`src/rtl/alu_issue.sv`:
```
// ---------------------------------------------------------------------------
// alu_issue
//
// Single-issue front end for an ALU stage.  It decodes one 16-bit instruction
// per cycle, reads operands from a 4x8 register file (with same-cycle
// writeback bypass), tracks in-flight destinations in a 4-bit pending
// scoreboard, and hands the operation to the ALU through one registered
// output stage using a valid/ready handshake.
//
// Ports
//   clk        sole clock, all state changes on the rising edge
//   rst_n      synchronous active-low reset
//   in_valid   instruction offered
//   in_ready   instruction accepted this cycle when in_valid is also high
//   in_instr   [15:12] op, [11:10] rd, [9:8] rs, [7:6] rt, [7:0] imm8
//   wb_en      writeback strobe from downstream
//   wb_addr    writeback register index
//   wb_data    writeback value
//   out_valid  issued operation present in the output stage
//   out_ready  ALU stage consumes the operation
//   out_op     ALU opcode
//   out_a      first operand
//   out_b      second operand (register value or imm8)
//   out_rd     destination register of the issued operation
//   illegal    one-cycle pulse after an undefined opcode is accepted
// ---------------------------------------------------------------------------
module alu_issue #(
    parameter logic [7:0] REG_INIT = 8'h00
) (
    input  logic        clk,
    input  logic        rst_n,
    input  logic        in_valid,
    output logic        in_ready,
    input  logic [15:0] in_instr,
    input  logic        wb_en,
    input  logic [1:0]  wb_addr,
    input  logic [7:0]  wb_data,
    output logic        out_valid,
    input  logic        out_ready,
    output logic [3:0]  out_op,
    output logic [7:0]  out_a,
    output logic [7:0]  out_b,
    output logic [1:0]  out_rd,
    output logic        illegal
);

    logic [7:0] regs [4];
    logic [3:0] pending;
    logic [3:0] pending_next;

    logic [3:0] op;
    logic [1:0] rd;
    logic [1:0] rs;
    logic [1:0] rt;
    logic [7:0] imm;

    assign op  = in_instr[15:12];
    assign rd  = in_instr[11:10];
    assign rs  = in_instr[9:8];
    assign rt  = in_instr[7:6];
    assign imm = in_instr[7:0];

    logic is_r;
    logic is_i;
    logic is_bad;

    // Opcode classes.  Anything not listed as NOP, I-type or undefined is
    // an R-type operation.
    always_comb begin
        is_r   = 1'b0;
        is_i   = 1'b0;
        is_bad = 1'b0;
        case (op)
            4'h0:                         ;
            4'h1, 4'h2, 4'h3, 4'h4, 4'h5: is_i   = 1'b1;
            4'h6, 4'h7, 4'hE:             is_bad = 1'b1;
            default:                      is_r   = 1'b1;
        endcase
    end

    // A writeback in the current cycle releases its register immediately,
    // so a waiting consumer can issue in the same cycle via the bypass.
    logic [3:0] wb_clear;
    logic [3:0] busy;
    logic       hazard;

    assign wb_clear = wb_en ? (4'b0001 << wb_addr) : 4'b0000;
    assign busy     = pending & ~wb_clear;

    // The rd check prevents two in-flight writers of the same register.
    assign hazard = (is_r || is_i) &&
                    (busy[rd] || busy[rs] || (is_r && busy[rt]));

    assign in_ready = rst_n && (!out_valid || out_ready) && !hazard;

    logic accept;
    logic issue;

    assign accept = in_valid && in_ready;
    assign issue  = accept && (is_r || is_i);

    logic [7:0] val_rs;
    logic [7:0] val_rt;

    assign val_rs = (wb_en && wb_addr == rs) ? wb_data : regs[rs];
    assign val_rt = (wb_en && wb_addr == rt) ? wb_data : regs[rt];

    // Set is applied after clear so a same-cycle set and clear of one bit
    // leaves it set.
    always_comb begin
        pending_next = pending & ~wb_clear;
        if (issue) begin
            pending_next[rd] = 1'b1;
        end
    end

    always_ff @(posedge clk) begin
        if (!rst_n) begin
            for (int i = 0; i < 4; i++) begin
                regs[i] <= REG_INIT;
            end
            pending   <= 4'b0000;
            out_valid <= 1'b0;
            out_op    <= 4'h0;
            out_a     <= 8'h00;
            out_b     <= 8'h00;
            out_rd    <= 2'd0;
            illegal   <= 1'b0;
        end else begin
            if (wb_en) begin
                regs[wb_addr] <= wb_data;
            end
            pending <= pending_next;

            // The stage is only reloaded on issue; otherwise it holds its
            // fields and just drops valid once the ALU has taken it.
            if (issue) begin
                out_valid <= 1'b1;
                out_op    <= op;
                out_a     <= val_rs;
                out_b     <= is_r ? val_rt : imm;
                out_rd    <= rd;
            end else if (out_ready) begin
                out_valid <= 1'b0;
            end

            illegal <= accept && is_bad;
        end
    end

endmodule
```
`config.mk`:
```
export PLATFORM = sky130hd
export DESIGN_NAME = alu_issue
export DESIGN_NICKNAME = d
export VERILOG_FILES = /design/src/rtl/alu_issue.sv
export SDC_FILE = /design/constraint.sdc
export NUM_CORES = 1
export LEC_CHECK = 0
export BUFFER_PORTS_ARGS = -buffer_cell sky130_fd_sc_hd__buf_2
export CAP_MARGIN = 20
export CORE_MARGIN = 5
export CORE_UTILIZATION = 40
export CTS_CLUSTER_DIAMETER = 150
export CTS_CLUSTER_SIZE = 25
export DETAILED_ROUTE_END_ITERATION = 6
export GPL_ROUTABILITY_DRIVEN = 0
export GPL_TIMING_DRIVEN = 0
export PLACE_DENSITY = 0.71
export SLEW_MARGIN = 20
export SYNTH_ARGS = -nofsm -noshare
export SYNTH_HDL_FRONTEND = slang
export SYNTH_SLANG_ARGS = --single-unit
```
`constraint.sdc`:
```
create_clock -name clk -period 2.4 [get_ports clk]
set_input_delay 0.48 -clock clk [delete_from_list [all_inputs] [get_ports clk]]
set_output_delay 0.48 -clock clk [all_outputs]
set_load 0.01 [all_outputs]
```
==> flow_metrics.tcl <==
set metrics [dict create \
    grt_pass1_vias 2306 \
    synth_area_sq_mm 0.00310 \
    antenna_found_initial 0 \
    drt-total-wl_mm 7.53 \
    crit_path_end_kind "output pin" \
    io_buffer_count 52 \
    synth.distinct_cells 40 \
    die_area_sq_mm 0.00962 \
    wire_per_inst_um 16.6 \
    period_needed_ps 2320 \
    cp_max_fo 5 \
    p_per_area_mw_per_mm2 654 \
    ff_latch_area_sq_mm 0.00152 \
    root_buffer "clkbuf_8" \
    syn_avg_cell_area_sq_um 11.1 \
    grt_max_degree 11 \
    seq_area_frac_synth 0.491 \
    whs_ps 426 \
    status "complete, no violations" \
    grt_overflow 0 \
    tightest_slew_ps 744 \
    r2r-start "pending[2]" \
    multi_input_area_sq_mm 0.00144 \
    hpwl_mm 5.42 \
    cts_made_buffers 9 \
    diodes 0 \
    clkSinkCount 60 \
    grt_pass1_wl_mm 11.8 \
    clk_path_buf_depth 2 \
    area_growth_syn_to_layout_pct 19.7 \
    drive_above_1_share 0.291 \
    drtIter0Drc 94 \
    drc_errors 0 \
    hp-start "in_valid" \
    synth_seq_cells 60 \
    drv_slew 0 \
    die_x_um 98.1 \
    irDropWorstVdd_mv 0.264 \
    grt_usage 0.160 \
    utilization 0.486 \
    dpl_worst_slack_ps -240 \
    worst_slack_ps 84.1 \
    skew_ps 5.42 \
    path_class "input port to output pin" \
    post-route-period-util 0.965 \
    cap_viol_max_count 0 \
    leakagePower_nw 1.73 \
    setup_violations 0 \
    ys_warn_count 0 \
    first_pass_iters 4 \
    required_ps 1920 \
    dieHeight_um 98.1 \
    cts.reportedPaths.clkPinSlew_ps 70 \
    synthCells 280 \
    nFillCells 698 \
    fin_nets 377 \
    avgViaCountPerCell 5.18 \
    crit_path_start "wb_addr[0]" \
    cp-start-kind "input port" \
    ios 56 \
    cts.htree.levels 3 \
    rows 32 \
    relSlewSlack 0.502 \
    cp_data_arrival_time_ps 1840 \
    coreArea_sq_mm 0.00765 \
    finalHoldViolations 0 \
    vias 2348 \
    ant_nets 0 \
    syn-num-nets 311 \
    hp-class "input port to flop" \
    fmax_mhz 432 \
    initial_core_util 0.406 \
    tritoncts "built" \
    insertion_delay_ps 340 \
]
## area by class of cell
cell class / count / share of cell area
Buffer: 19 / 0.0310
Clock buffer: 12 / 0.0391
Clock inverter: 4 / 0.00674
Inverter: 15 / 0.0152
Multi-Input combinational cell: 186 / 0.388
Sequential cell: 60 / 0.410
Tap cell: 102 / 0.0344
Timing Repair Buffer: 55 / 0.0761
## kinds of logic (layout without fill, tap and decap cells)
kind of cell | Yosys count | after routing | share of synthesized area
AND/OR/NAND/NOR | 101 | 101 | 0.147
flip-flops | 60 | 60 | 0.491
multiplexers | 54 | 54 | 0.239
buffers and inverters | 34 | 105 | 0.0524
AO/OA/AOI/OAI | 28 | 28 | 0.0625
XOR/XNOR | 3 | 3 | 0.00847
## worst paths after layout
kind              slack [ps]  depth (start not counted)  endpoint
hold / removal           430                          2   illegal
hold reg to reg          450                          2  out_b[4]
setup / recovery          80                          8  in_ready
setup reg to reg         300                          7  out_a[2]
## sequential cells by signal, indices dropped and copies added, names as in the netlist
name,count
out_rd,2
pending,4
out_valid,1
regs,32
out_b,8
out_op,4
out_a,8
illegal,1
## stage by stage
step | setup TNS, ps | total power [mW] | instances | cell area, sq um
floorplan | 0 | 1.49 | 280 | 3100
global placement | -3600 | 1.63 | 434 | 3490
detailed placement | -4230 | 1.64 | 434 | 3490
CTS | 0 | 2.43 | 450 | 3660
global route | -5.21 | 2.53 | 453 | 3710
finish | 0 | 2.43 | 453 | 3710
## power by group
group	total, mW	internal (mW)	switching (mW)
clock network	0.800	0.400	0.400
registers	1.21	1.17	0.0415
logic	0.419	0.195	0.224
## layout by cell type, fill, tap and decap left out, drive strengths merged, types with 2 or more instances in the layout
cell type / instances
clkinv: 2
nand2: 47
clkbuf: 20
nand3b: 2
o21a: 2
nand2b: 3
xnor2: 3
o31ai: 5
nand3: 9
nor2: 26
mux4: 16
o21ai: 10
clkinvlp: 2
mux2i: 38
buf: 66
nand4b: 2
inv: 15
a211oi: 2
nor2b: 3
edfxtp: 32
dfxtp: 28
## worst max-delay path: stages
cell      delay [ps]
buf_2            120
buf_6            120
nand3b_1         180
buf_4            160
a32o_1           210
a211oi_2         250
o211a_1          190
buf_2            120
## timing repair
action | in CTS | in global routing
endpoints found under the setup margin | 0 | 3
gates resized for setup | 0 | 11
hold buffers | 0 | 0
buffers inserted | 0 | 3
## per-layer routing
| layer | global-route usage | vias up | share of wire |
|---|---|---|---|
| met1 | 0.194 | 1119 | 0.41 |
| met5 | 0 | - | 0 |
| li1 | - | 1135 | - |
| met4 | 0.0916 | 0 | 0.028 |
| met2 | 0.268 | 77 | 0.50 |
| met3 | 0.0300 | 17 | 0.063 |
## Yosys cell counts
cell / instances / area, sq um
a211oi_1: 1 / 7.51
o31ai_1: 5 / 37.5
nor2b_1: 3 / 18.8
and2_1: 1 / 6.26
nand3b_1: 2 / 15.0
nand4b_1: 2 / 17.5
a21oi_1: 1 / 5.00
nand2_1: 47 / 176
a22o_1: 1 / 8.76
nand3_1: 9 / 45.0
a2bb2oi_1: 1 / 8.76
clkbuf_1: 8 / 30.0
buf_6: 4 / 45.0
nor2_1: 26 / 97.6
mux4_2: 16 / 360
nand2b_1: 3 / 18.8
buf_1: 3 / 11.3
and3_1: 1 / 6.26
or2_2: 1 / 6.26
o21a_1: 2 / 15.0
a21boi_0: 1 / 7.51
mux2i_1: 38 / 380
and4_1: 1 / 8.76
o21ai_0: 10 / 50.1
nand4_1: 1 / 6.26
edfxtp_1: 32 / 961
nor3_1: 1 / 5.00
dfxtp_1: 28 / 561
a32o_1: 1 / 10.0
o211a_1: 1 / 10.0
inv_1: 15 / 56.3
a31oi_1: 1 / 6.26
a21o_1: 1 / 7.51
nor3b_1: 1 / 7.51
or3b_4: 1 / 11.3
a211oi_2: 1 / 12.5
buf_2: 4 / 20.0
or4b_1: 1 / 10.0
o211ai_1: 1 / 7.51
xnor2_1: 3 / 26.3
(Power assumes the default switching activity.)
